File: src/rtl/mem_arb_pkg.sv
// Shared types and constants for the two-port memory arbiter.
package mem_arb_pkg;

    typedef enum logic [1:0] {
        IDLE   = 2'd0,
        ACCESS = 2'd1,
        RESP   = 2'd2
    } arb_state_e;

    localparam int NUM_PORTS      = 2;
    localparam int DEFAULT_ADDR_W = 5;

    // True when any byte-address bit above the word index is set.
    function automatic logic addr_out_of_range(input logic [31:0] addr, input int unsigned aw);
        return (addr >> (aw + 32'd2)) != 32'd0;
    endfunction

endpackage

File: src/rtl/rr_grant2.sv
// Combinational two-way round-robin pick: the port that did not win last time wins a tie.
module rr_grant2 (
    input  logic valid0,
    input  logic valid1,
    input  logic last,
    output logic any,
    output logic winner
);

    always_comb begin
        any    = valid0 | valid1;
        winner = (valid0 && valid1) ? ~last : valid1;
    end

endmodule

File: src/rtl/mem_port_arbiter.sv
// Round-robin arbiter sharing one single-port, registered-read memory between two
// PicoRV32-style masters; every access runs IDLE -> ACCESS -> RESP.
module mem_port_arbiter
    import mem_arb_pkg::*;
#(
    parameter int ADDR_W = DEFAULT_ADDR_W
) (
    input  logic              clk,
    input  logic              reset,
    input  logic              p0_valid,
    input  logic [31:0]       p0_addr,
    input  logic [31:0]       p0_wdata,
    input  logic [3:0]        p0_wstrb,
    output logic              p0_ready,
    output logic [31:0]       p0_rdata,
    input  logic              p1_valid,
    input  logic [31:0]       p1_addr,
    input  logic [31:0]       p1_wdata,
    input  logic [3:0]        p1_wstrb,
    output logic              p1_ready,
    output logic [31:0]       p1_rdata,
    output logic [3:0]        mem_wen,
    output logic [ADDR_W-1:0] mem_addr,
    output logic [31:0]       mem_wdata,
    input  logic [31:0]       mem_rdata,
    output logic              busy,
    output logic              grant
);

    arb_state_e           state_q, state_d;
    logic                 last_q;
    logic                 grant_q;
    logic                 oor_q;
    logic                 any_req;
    logic                 winner;
    logic [31:0]          win_addr;
    logic [31:0]          sel_addr;
    logic [31:0]          sel_wdata;
    logic [3:0]           sel_wstrb;
    logic [NUM_PORTS-1:0] ready_vec;

    rr_grant2 u_pick (
        .valid0 (p0_valid),
        .valid1 (p1_valid),
        .last   (last_q),
        .any    (any_req),
        .winner (winner)
    );

    // Winner address is decoded in IDLE; the granted port's bus is sampled in ACCESS.
    assign win_addr  = winner  ? p1_addr  : p0_addr;
    assign sel_addr  = grant_q ? p1_addr  : p0_addr;
    assign sel_wdata = grant_q ? p1_wdata : p0_wdata;
    assign sel_wstrb = grant_q ? p1_wstrb : p0_wstrb;

    wire unused_sel_addr = ^{sel_addr[1:0], sel_addr[31:ADDR_W+2]};

    always_ff @(posedge clk) begin
        if (reset) begin
            state_q <= IDLE;
            last_q  <= 1'b1;
            grant_q <= 1'b0;
            oor_q   <= 1'b0;
        end else begin
            state_q <= state_d;
            if (state_q == IDLE && any_req) begin
                grant_q <= winner;
                last_q  <= winner;
                oor_q   <= addr_out_of_range(win_addr, ADDR_W);
            end
        end
    end

    always_comb begin
        state_d   = state_q;
        mem_wen   = 4'b0;
        mem_addr  = '0;
        mem_wdata = 32'b0;
        ready_vec = '0;
        p0_rdata  = 32'b0;
        p1_rdata  = 32'b0;
        case (state_q)
            IDLE: begin
                if (any_req) state_d = ACCESS;
            end
            ACCESS: begin
                mem_addr  = sel_addr[ADDR_W+1:2];
                mem_wdata = sel_wdata;
                // A write landing on a reset edge must not corrupt memory.
                mem_wen   = (oor_q || reset) ? 4'b0 : sel_wstrb;
                state_d   = RESP;
            end
            RESP: begin
                ready_vec[grant_q] = 1'b1;
                if (grant_q) p1_rdata = oor_q ? 32'b0 : mem_rdata;
                else         p0_rdata = oor_q ? 32'b0 : mem_rdata;
                state_d = IDLE;
            end
            default: state_d = IDLE;
        endcase
    end

    assign p0_ready = ready_vec[0];
    assign p1_ready = ready_vec[1];
    assign busy     = (state_q != IDLE);
    assign grant    = grant_q;

endmodule

File: config.mk
export PLATFORM = sky130hd
export DESIGN_NAME = mem_port_arbiter
export DESIGN_NICKNAME = d
export VERILOG_FILES = /design/src/rtl/mem_arb_pkg.sv /design/src/rtl/rr_grant2.sv /design/src/rtl/mem_port_arbiter.sv
export SDC_FILE = /design/constraint.sdc
export NUM_CORES = 1
export LEC_CHECK = 0
export BUFFER_PORTS_ARGS = -buffer_cell sky130_fd_sc_hd__buf_2
export CELL_PAD_IN_SITES_DETAIL_PLACEMENT = 1
export CELL_PAD_IN_SITES_GLOBAL_PLACEMENT = 1
export CORE_MARGIN = 1.5
export CORE_UTILIZATION = 13
export DETAILED_ROUTE_END_ITERATION = 8
export HOLD_SLACK_MARGIN = 0.02
export PLACE_DENSITY_LB_ADDON = 0.1
export SYNTH_ARGS = -nofsm -noshare
export SYNTH_HDL_FRONTEND = slang
export SYNTH_HIERARCHICAL = 1
export SYNTH_SLANG_ARGS = --single-unit
File: constraint.sdc
create_clock -name clk -period 1.6 [get_ports clk]
set_input_delay 0.32 -clock clk [delete_from_list [all_inputs] [get_ports clk]]
set_output_delay 0.32 -clock clk [all_outputs]
set_load 0.1 [all_outputs]
==> flow_summary.toml <==
[synthesis]
synth_most_common_cell = "nor2_1"
synth_edf_count = 0
ys_seq_elements = 5
netlist_instances = 244
syn_nets = 416
synth_flop_cell = "dfxtp_1"
async_reset_ff_share_pct = 0
synth.distinct_cells = 23
syn_area_per_cell_sq_um = 5.92
synth_warnings = 6
synth_area_sq_um = 1450
synth_area_leader_cell = "nor2_1"
synth_top_area_share_pct = 29.1
synth_seq_area_share_pct = 6.93
synth_common_cells = "nor2_1 (112), mux2i_1 (41), nand2b_1 (33), nor4_1 (10), clkbuf_1 (7)"
ys_top_cells_by_area = "nor2_1 (29%), mux2i_1 (28%), nand2b_1 (14%)"

[timing]
hold_viol = 0
post-route-period-util_pct = 116
setup_slack_ns = -0.260
period_needed_ns = 1.86
rsz0062_at_grt = "yes"
fmax_ghz = 0.538
finalClockSkew_ns = 0.00179
final-setup-viol-count = 107
max-slew-margin-rel_pct = 80.2
final_max_slew_viol_count = 0
worstMarginPinSlew_ns = 0.294

[route]
wl_per_cell_um = 18.3
route.detailed.drc = 0
postRouteAntennaNets = 0
drt_iter0_drc = 52
via_per_inst = 4.41
vias = 3031
first_pass_iters = 2
routed_wirelength_um = 12600

[critical_path]
end_kind = "output port"
arrival_ns = 1.54
cp_max_fo = 14
crit_required_ns = 1.28
r2r-start = "state_q[1]"
timing.rr.end = "oor_q"
r2r_slack_ns = 0.16
ff2ff_path_depth = 7
start_kind = "flip-flop"
path_class = "flip-flop to output port"

[power_and_ir_drop]
p_int_mw = 1.31
ir_drop_v = 0.000318
p_sw_share_pct = 53.2
power_density_nw_per_um2 = 424
power.total_mw = 2.80
pwr-share-seq_pct = 5.3
p_comb_share_pct = 86.6
leakage_nw = 2.51
pwr-share-clk_pct = 8.2
net-switching-power_mw = 1.49

[min_path]
hold-path-endpoint = "state_q[0]"
min_from = "reset"
hold_depth = 3
hold_class = "input port to flip-flop"

[clock_tree]
path_clk_slew_ns = 0.04
cts.sinks = 5
h-tree-depth = 1
cts_buffer_depth = 2
clkLatencyLatePin_ns = 0.22
cts-root-buf = "clkbuf_8"
cts_made_buffers = 3
cts_tree = "yes"

[floorplanning]
rows = 38
ioPinCount = 281
start_util_pct = 13.3
die_area_sq_um = 11800
fp.dieH_um = 108
coreArea_sq_um = 10800
dieWidth_um = 108

[place]
dp_hpwl_um = 9250
gp_congestion = 0.754
io_buffers = 276

[status]
failed_checks = "negative setup slack"
outcome = "finished with violations"

[grt]
grt_antenna_before_repair = 0
grt_pass1_vias = 3420
grt_pass1_wl_um = 18500
grt_max_degree = 33
grtUsageTotal_pct = 20.3
grt.overflow.total = 0

[layout]
fin_nets = 720
syn_to_final_growth_pct = 357
diodes = 0
final_util_pct = 61.0
drive_above_1_share_pct = 87.0

[flow_run]
cap_violations = 0
[worst max-delay path: stages (launching register included)]
cell and delay (ns):
dfxtp_4 0.34, or3b_4 0.47, buf_12 0.20, nor2_4 0.12, buf_12 0.18
[final cells by class]
| type | count | area [sq um] |
|---|---|---|
| flip-flops and latches | 5 | 109 |
| repair buffers | 318 | 3740 |
| fillers | 1139 | 4230 |
| multi-input cells | 217 | 2520 |
| clock buffers | 4 | 45.0 |
| inverters | 3 | 18.8 |
| well taps | 140 | 175 |
[how the worst max path moves through the flow]
stage,startpoint,end,slack (ns),depth (start not counted)
floorplan,grant,p0_rdata[10],-0.47,5
global placement,state_q[0],p0_rdata[4],-0.01,4
detailed placement,state_q[1],p0_rdata[10],-0.06,4
CTS,grant,p0_rdata[1],-0.28,4
global route,grant,p0_rdata[28],-0.30,4
finish,grant,p0_rdata[1],-0.26,4
[registers in the layout, summed over array words and instances, names as in the netlist]
name and flops:
grant 1, last_q 1, state_q 2, oor_q 1
[kinds of logic after synthesis]
| kind of cell | count (synthesis) | synth area share [%] |
|---|---|---|
| and+or+nand+nor | 171 | 54.2 |
| muxes | 41 | 28.4 |
| buffers and inverters | 22 | 8.31 |
| AOI/OAI and AO/OA | 5 | 2.17 |
| DFF | 5 | 6.93 |
[per-stage QoR]
step                      hold slack, ns  area [sq um]  setup slack, ns  TNS (ns)  std cells
after floorplan                    0.379          2280           -0.471    -40.86        244
after global placement             0.450          5620          -0.0108    -0.151        663
after detailed placement           0.454          5620          -0.0586     -1.09        663
after CTS                          0.388          6490           -0.279    -23.16        686
after global routing               0.425          6610           -0.301    -26.76        687
final                              0.405          6610           -0.260    -22.14        687
[power by group through the flow]
stage / Combinational (mW) / Clock [mW] / Sequential (mW)
finish: 2.42 / 0.229 / 0.148
global route: 2.51 / 0.240 / 0.150
CTS: 2.37 / 0.240 / 0.147
detailed placement: 2.04 / 0 / 0.149
global placement: 2.01 / 0 / 0.148
floorplan: 1.25 / 0 / 0.159
[cells in the final DEF, fill, tap and decap left out, types with 2 or more instances in the layout]
master,synthesis,routed
buf_2,6,167
buf_12,0,118
nor2_4,0,105
mux2i_4,0,38
nand2b_1,33,31
nor4_1,10,10
buf_16,0,10
buf_6,4,9
nor2_1,112,7
buf_4,0,7
buf_8,0,6
nand2_1,5,5
mux2i_2,0,3
nand4_1,3,3
clkbuf_8,0,3
clkinvlp_4,0,2
a21oi_1,2,2
dfxtp_4,0,2
dfxtp_1,5,2
[routing by layer]
metal	share of wire, %	global-route usage, %	vias up
met4	1.3	3.29	0
li1	-	-	1422
met1	30	19.6	1446
met3	6.0	2.83	10
met2	63	44.4	153
met5	0	0	-
[what timing repair did]
item,4_1_cts,5_1_grt
cloned,7,1
resized for setup,109,11
endpoints found under the setup margin,107,108
setup buffers,12,0
hold buffers,0,0
pin swaps,27,15
No activity file was read; power rests on OpenSTA's default activity.
